File: src/rtl/alu_cmd_seq_pkg.sv
// Shared constants for the command-sequenced ALU: data width, opcodes and FSM states.
package alu_cmd_seq_pkg;

    localparam int unsigned DATA_W = 8;

    localparam logic [1:0] OP_ADD = 2'b00;
    localparam logic [1:0] OP_SUB = 2'b01;
    localparam logic [1:0] OP_AND = 2'b10;
    localparam logic [1:0] OP_OR  = 2'b11;

    typedef enum logic [1:0] {
        StIdle   = 2'b00,
        StExec   = 2'b01,
        StResult = 2'b10
    } state_t;

endpackage

File: src/rtl/alu_cmd_seq_alu_8bit.sv
// Combinational 8-bit ALU: add/sub produce a 9-bit result whose top bit is carry/borrow.
module alu_8bit
    import alu_cmd_seq_pkg::*;
(
    input  logic [1:0]        op,
    input  logic [DATA_W-1:0] a,
    input  logic [DATA_W-1:0] b,
    output logic [DATA_W-1:0] y,
    output logic              carry,
    output logic              zero
);

    logic [DATA_W:0] wide;

    always_comb begin
        wide = '0;
        unique case (op)
            OP_ADD: wide = {1'b0, a} + {1'b0, b};
            OP_SUB: wide = {1'b0, a} - {1'b0, b};
            OP_AND: wide = {1'b0, a & b};
            OP_OR:  wide = {1'b0, a | b};
        endcase
    end

    assign y     = wide[DATA_W-1:0];
    assign carry = wide[DATA_W];
    assign zero  = (y == '0);

endmodule

File: src/rtl/alu_cmd_seq.sv
// Command sequencer: accepts one ALU command, executes it, holds the result until
// it is consumed. All outputs come straight from registers.
module alu_cmd_seq
    import alu_cmd_seq_pkg::*;
(
    input  logic              clk,
    input  logic              rst,
    input  logic              cmd_valid,
    output logic              cmd_ready,
    input  logic [1:0]        cmd_op,
    input  logic [DATA_W-1:0] cmd_a,
    input  logic [DATA_W-1:0] cmd_b,
    input  logic              cmd_use_acc,
    output logic              res_valid,
    input  logic              res_ready,
    output logic [DATA_W-1:0] res_y,
    output logic              res_carry,
    output logic              res_zero,
    output logic [DATA_W-1:0] acc,
    output logic [DATA_W-1:0] res_count
);

    state_t            state;
    logic [1:0]        op_q;
    logic [DATA_W-1:0] a_q;
    logic [DATA_W-1:0] b_q;

    logic [DATA_W-1:0] alu_y;
    logic              alu_carry;
    logic              alu_zero;

    alu_8bit u_alu (
        .op    (op_q),
        .a     (a_q),
        .b     (b_q),
        .y     (alu_y),
        .carry (alu_carry),
        .zero  (alu_zero)
    );

    // cmd_ready is kept high exactly while in StIdle, so cmd_valid alone qualifies acceptance.
    always_ff @(posedge clk or posedge rst) begin
        if (rst) begin
            state     <= StIdle;
            cmd_ready <= 1'b1;
            res_valid <= 1'b0;
            op_q      <= OP_ADD;
            a_q       <= '0;
            b_q       <= '0;
            res_y     <= '0;
            res_carry <= 1'b0;
            res_zero  <= 1'b0;
            acc       <= '0;
            res_count <= '0;
        end else begin
            case (state)
                StIdle: begin
                    if (cmd_valid) begin
                        op_q      <= cmd_op;
                        a_q       <= cmd_use_acc ? acc : cmd_a;
                        b_q       <= cmd_b;
                        cmd_ready <= 1'b0;
                        state     <= StExec;
                    end
                end
                StExec: begin
                    res_y     <= alu_y;
                    res_carry <= alu_carry;
                    res_zero  <= alu_zero;
                    acc       <= alu_y;
                    res_valid <= 1'b1;
                    state     <= StResult;
                end
                StResult: begin
                    if (res_ready) begin
                        res_valid <= 1'b0;
                        cmd_ready <= 1'b1;
                        res_count <= res_count + 8'd1;
                        state     <= StIdle;
                    end
                end
                default: begin
                    state     <= StIdle;
                    cmd_ready <= 1'b1;
                    res_valid <= 1'b0;
                end
            endcase
        end
    end

endmodule

File: config.mk
export PLATFORM = sky130hd
export DESIGN_NAME = alu_cmd_seq
export DESIGN_NICKNAME = d
export VERILOG_FILES = /design/src/rtl/alu_cmd_seq_pkg.sv /design/src/rtl/alu_cmd_seq_alu_8bit.sv /design/src/rtl/alu_cmd_seq.sv
export SDC_FILE = /design/constraint.sdc
export NUM_CORES = 1
export LEC_CHECK = 0
export CAP_MARGIN = 15
export CORE_MARGIN = 5
export CORE_UTILIZATION = 29
export DETAILED_ROUTE_END_ITERATION = 7
export PLACE_DENSITY_LB_ADDON = 0.25
export SKIP_CTS_REPAIR_TIMING = 1
export SYNTH_ARGS = -nofsm -noshare
export SYNTH_HDL_FRONTEND = slang
export SYNTH_SLANG_ARGS = --single-unit
File: constraint.sdc
create_clock -name clk -period 2.92 [get_ports clk]
set_clock_uncertainty 0.1 [all_clocks]
set_input_delay 0.584 -clock clk [delete_from_list [all_inputs] [get_ports clk]]
set_output_delay 0.584 -clock clk [all_outputs]
set_load 0.02 [all_outputs]
Yosys cells after proc, flatten, opt, wreduce, memory -nomap -nowiden
Cells that the tools add are included.
{"block": "totals", "reg_bits": 40, "output_inout_bits": 28}
{"block": "op_classes", "add_sub_neg": 3, "n_eq_ne": 7, "mux": 10, "bitwise": 4, "reduce_logical": 8}
{"op": "one-hot mux 9 bit (4 select lines)", "n": 1}
{"op": "adder 8 x 8 -> 9 bit", "n": 1}
{"op": "subtractor 8 x 8 -> 9 bit", "n": 1}
{"op": "adder 8 x 1 -> 8 bit (second input constant)", "n": 1}
{"op": "bitwise AND 8 bit", "n": 1}
{"op": "logical NOT 8 bit", "n": 1}
{"op": "two-way mux 8 bit", "n": 1}
{"op": "OR 8 bit", "n": 1}
{"op": "AND reduction 2 bit", "n": 4}
{"op": "== test 2 bit (second input constant)", "n": 3}
{"op": "one-hot mux 1 bit (3 select lines)", "n": 2}
{"op": "one-hot mux 2 bit (3 select lines)", "n": 1}
{"op": "== test 2 x 1 -> 1 bit (second input constant)", "n": 2}
{"op": "logical NOT 2 bit", "n": 2}
{"op": "two-way mux 2 bit", "n": 2}
{"op": "inequality test 2 bit (second input constant)", "n": 2}
{"op": "two-way mux 1 bit", "n": 3}
{"op": "AND reduction 3 bit", "n": 1}
{"op": "NOT 1 bit", "n": 2}

Logic depth before layout (Yosys ltp)
{"block": "depth", "word_depth": 3, "ltp_mapped": 12, "depth_no_buf": 12}

By module
A second synthesis with hierarchy kept.
{"block": "hier_totals", "hier_cells": 236, "area_unflattened_um2": 2451.1}
{"mod": "alu_cmd_seq", "n_inst": 1, "cells_each": 131, "area_each_um2": 1711.6, "seq_area_each_um2": 1002.2}
{"mod": "alu_8bit", "n_inst": 1, "cells_each": 105, "area_each_um2": 739.5, "seq_area_each_um2": 0.0}

Worst setup path after synthesis
No wires, ideal clock.
{"block": "synth_path", "kind": "register -> register", "start": "reg op_q[0]", "end": "reg res_zero", "t_arrival_ns": 2.845, "slack_ns": -0.128, "stages_incl_launch_ff": 12, "n_path_buf": 2, "period_less_slack_ns": 3.048, "path_cell_list": "dfrtp_1 clkbuf_1 nor2b_1 clkbuf_1 mux2i_1 ha_1 nor2b_1 o31a_1 o41ai_4 nor4b_1 a211o_1 o41ai_2"}
{"block": "synth_via", "elab_chain_cells": 3}
{"item": "from (decl)", "line": "alu_cmd_seq.sv:24", "rtl": "logic [1:0] op_q;"}
{"item": "from (signal assigned)", "line": "alu_cmd_seq.sv:59", "rtl": "op_q <= cmd_op;"}
{"item": "== test 2 bit (tied with other cells)", "line": "alu_cmd_seq_alu_8bit.sv:17", "rtl": "unique case (op)"}
{"item": "one-hot mux 9 bit (4 select lines) *", "line": "alu_cmd_seq_alu_8bit.sv:17"}
{"item": "logical NOT 8 bit *", "line": "alu_cmd_seq_alu_8bit.sv:27", "rtl": "assign zero = (y == '0);"}
{"item": "to (signal assigned)", "line": "alu_cmd_seq.sv:69", "rtl": "res_zero <= alu_zero;"}
{"item": "to (decl)", "line": "alu_cmd_seq.sv:18", "rtl": "output logic res_zero,"}
Every way passes the cells marked *; elsewhere a longest branch is shown, timed or not.
A chain may end at the register's enable or synchronous reset.

Final worst setup path
{"block": "layout_path", "start": "reg b_q[1]", "end": "reg res_zero"}
{"block": "layout_via", "elab_chain_cells": 3}
{"item": "from (decl)", "line": "alu_cmd_seq.sv:26", "rtl": "logic [DATA_W-1:0] b_q;"}
{"item": "from (signal assigned)", "line": "alu_cmd_seq.sv:61", "rtl": "b_q <= cmd_b;"}
{"item": "subtractor 8 x 8 -> 9 bit (tied with other cells)", "line": "alu_cmd_seq_alu_8bit.sv:19", "rtl": "OP_SUB: wide = {1'b0, a} - {1'b0, b};"}
{"item": "one-hot mux 9 bit (4 select lines) *", "line": "alu_cmd_seq_alu_8bit.sv:17"}
{"item": "logical NOT 8 bit *", "line": "alu_cmd_seq_alu_8bit.sv:27"}
Marks and branches as above.

==> results.py <==
metrics = {
    "clock_tree": {
        "clk_pin_slew_worst_paths_ns": 0.08,
        "cts_tree": "done",
        "root_buffer": "clkbuf_8",
        "cts_num_sinks": 40,
        "cts_buffers": 5,
        "htree_levels": 2,
        "clockBufferDepth": 2,
        "insertion_delay_ns": 0.29,
    },
    "synthesis": {
        "synth-main-ff-cell": "dfrtp_1",
        "netlist_area_um2": 2390,
        "synth_top_area_share_pct": 40.8,
        "ys_top_cells_by_count": "dfrtp_1 (39), nor2_1 (26), a21oi_1 (20)",
        "synthCells": 241,
        "synthTopCellsByArea": "dfrtp_1 (41%), ha_1 (6.3%), mux2_2 (6.1%), xnor2_1 (4.8%), mux2i_1 (4.6%)",
        "async_flop_share_pct": 100,
        "syn_avg_cell_area_um2": 9.93,
        "yosysWarningCount": 0,
        "synthesis.nets": 277,
        "ys_types": 40,
        "synth_largest_area_cell": "dfrtp_1",
        "ys_ff_latch": 40,
        "synth_edf_count": 0,
        "synth.most_common_cell": "dfrtp_1",
        "yosysSeqAreaShare_pct": 41.9,
    },
    "routing": {
        "vias": 1866,
        "drtIter0Drc": 44,
        "drc": 0,
        "ant_nets": 0,
        "avgRoutedWirePerCell_um": 14.4,
        "routed_wl_um": 5660,
        "via_per_inst": 4.74,
        "firstDrtPassIters": 4,
    },
    "pwr": {
        "power.total_mw": 4.52,
        "pwr_density_cell_nw_per_um2": 1440,
        "peakVddDrop_mv": 0.566,
        "cellLeakagePower_nw": 1.29,
    },
    "sta": {
        "finalCritPeriodShare_pct": 97.7,
        "hold_viol_final": 0,
        "slew_violations": 0,
        "relSlewSlack_pct": 59.1,
        "setup_slack_ns": 0.0664,
        "setup_tns_ns": 0,
        "final.min_clock_period_ns": 2.85,
        "worst_pin_slew_ns": 0.613,
        "finalSetupViolations": 0,
        "fmax_ghz": 0.350,
        "whs_ns": 0.377,
        "rsz0062_at_grt": "true",
    },
    "worst_setup_path": {
        "crit_path_max_fanout": 5,
        "crit_arrival_ns": 2.95,
        "cp-end-kind": "flip-flop",
        "required_ns": 3.01,
        "path_class": "flip-flop to flip-flop",
        "crit_path_start_kind": "flip-flop",
        "r2r-start": "b_q[1]",
        "r2r_setup_slack_ns": 0.07,
        "critPathLaunch": "b_q[1]",
    },
    "placement": {
        "dpl.hpwl_um": 4160,
        "pre_cts_slack_ns": 0.0548,
        "place.gp.congestion": 0.856,
        "place.port_buffers": 50,
    },
    "floorplanning": {
        "fp.coreArea_um2": 8130,
        "die_w_um": 101,
        "die_h_um": 101,
        "start_util_pct": 29.4,
        "io_pins": 51,
        "die-area_um2": 10200,
        "fp-row-count": 33,
    },
    "global_routing": {
        "grt_max_degree": 41,
        "use_met2_pct": 19.1,
        "grt_antenna_before_repair": 0,
        "busiest_layer": "met2",
        "globalRouteOverflowTotal": 0,
        "met3_usage_pct": 3.74,
        "first_global_vias": 1949,
        "gr-usage-all-layers_pct": 11.9,
        "grt_pass1_wl_um": 9510,
        "met1_usage_pct": 15.2,
    },
    "final_layout": {
        "drive_above_1_share_pct": 14.5,
        "areaGrowthSynthToFinish_pct": 31.2,
        "final_nets": 324,
        "n_antenna_cell": 0,
    },
    "worst_hold_path": {
        "hp-class": "flip-flop to flip-flop",
        "hp-start": "res_count[7]",
    },
    "run": {
        "maxCapViolCount": 0,
    },
    "status": {
        "status": "finished, final reports clean",
    },
}
-- kinds of logic after synthesis --
logic type,count (synthesis),synth area share (%)
muxes,24,10.7
xor gates and xnor gates,16,5.85
adders and majority gates,18,9.20
DFF,40,41.9
and+or+nand+nor,65,12.6
AOI/OAI and AO/OA,52,14.3
buffers and inverters,26,5.44
-- report_power, final --
group / internal (mW) / switching [mW]
combinational: 1.51 / 1.53
sequential: 0.804 / 0.294
clock: 0.193 / 0.192
total: 2.50 / 2.02
-- cell type report --
class	instances	area, um^2
fillers	802	4990
inverters	7	26.3
repair buffers	59	568
multi-input cells	175	1320
well taps	105	131
flip-flops and latches	40	1000
clock buffers	8	90.1
-- critical path, stage by stage (launching register included) --
cell,delay (ns)
dfrtp_2,0.45
inv_2,0.09
ha_4,0.20
mux2i_4,0.16
ha_1,0.26
nor2b_4,0.13
o31a_1,0.34
o41ai_4,0.37
nor4b_2,0.08
a211o_1,0.30
o41ai_2,0.27
-- flip-flops by register name (all words and copies together), names as in the netlist --
register	flops
a_q	8
acc	8
b_q	8
res_count	8
op_q	2
state	2
cmd_ready	1
res_carry	1
res_valid	1
res_zero	1
-- path summary, 6_finish.rpt --
| kind | endpoint | cells past startpoint |
|---|---|---|
| max | res_zero | 10 |
| max reg2reg | res_zero | 10 |
| min in group asynchronous | res_count[3] | 3 |
| min | res_count[7] | 1 |
| min reg2reg | res_count[7] | 1 |
| max in group asynchronous | b_q[1] | 3 |
-- routing by layer --
layer  wire [um]  vias to the layer above
met2        2670                       46
met1        2550                      888
met4          85                        0
li1            -                      926
met5           0                        -
met3         349                        6
-- stage by stage --
step / instances / instance area (um^2) / utilization (%)
final: 394 / 3140 / 38.6
after global routing: 394 / 3140 / 38.6
after detailed placement: 384 / 2980 / 36.6
after global placement: 384 / 2980 / 36.6
after CTS: 392 / 3070 / 37.7
after floorplan: 241 / 2400 / -
-- cell usage in the layout (no fill, tap or decap), drive strengths merged, types with 2 or more instances in the layout --
master         synthesis  final
nor3                   7      7
ha                    12     12
clkbuf                 6      8
nand2b                 3      3
o21a                   6      6
mux2i                 11     11
nor2                  26     26
o41ai                  2      2
maj3                   5      5
xnor2                 13     13
clkdlybuf4s50          0     50
inv                    7      7
nor2b                  3      3
a21oi                 20     20
nand2                 16     16
and3                   2      2
mux2                  13     13
o31ai                  2      2
nand4                  4      4
a211oi                 2      2
nor4b                  2      2
o21ai                 11     11
xor2                   3      3
buf                   13      9
dfrtp                 39     39
(Power assumes the default switching activity.)
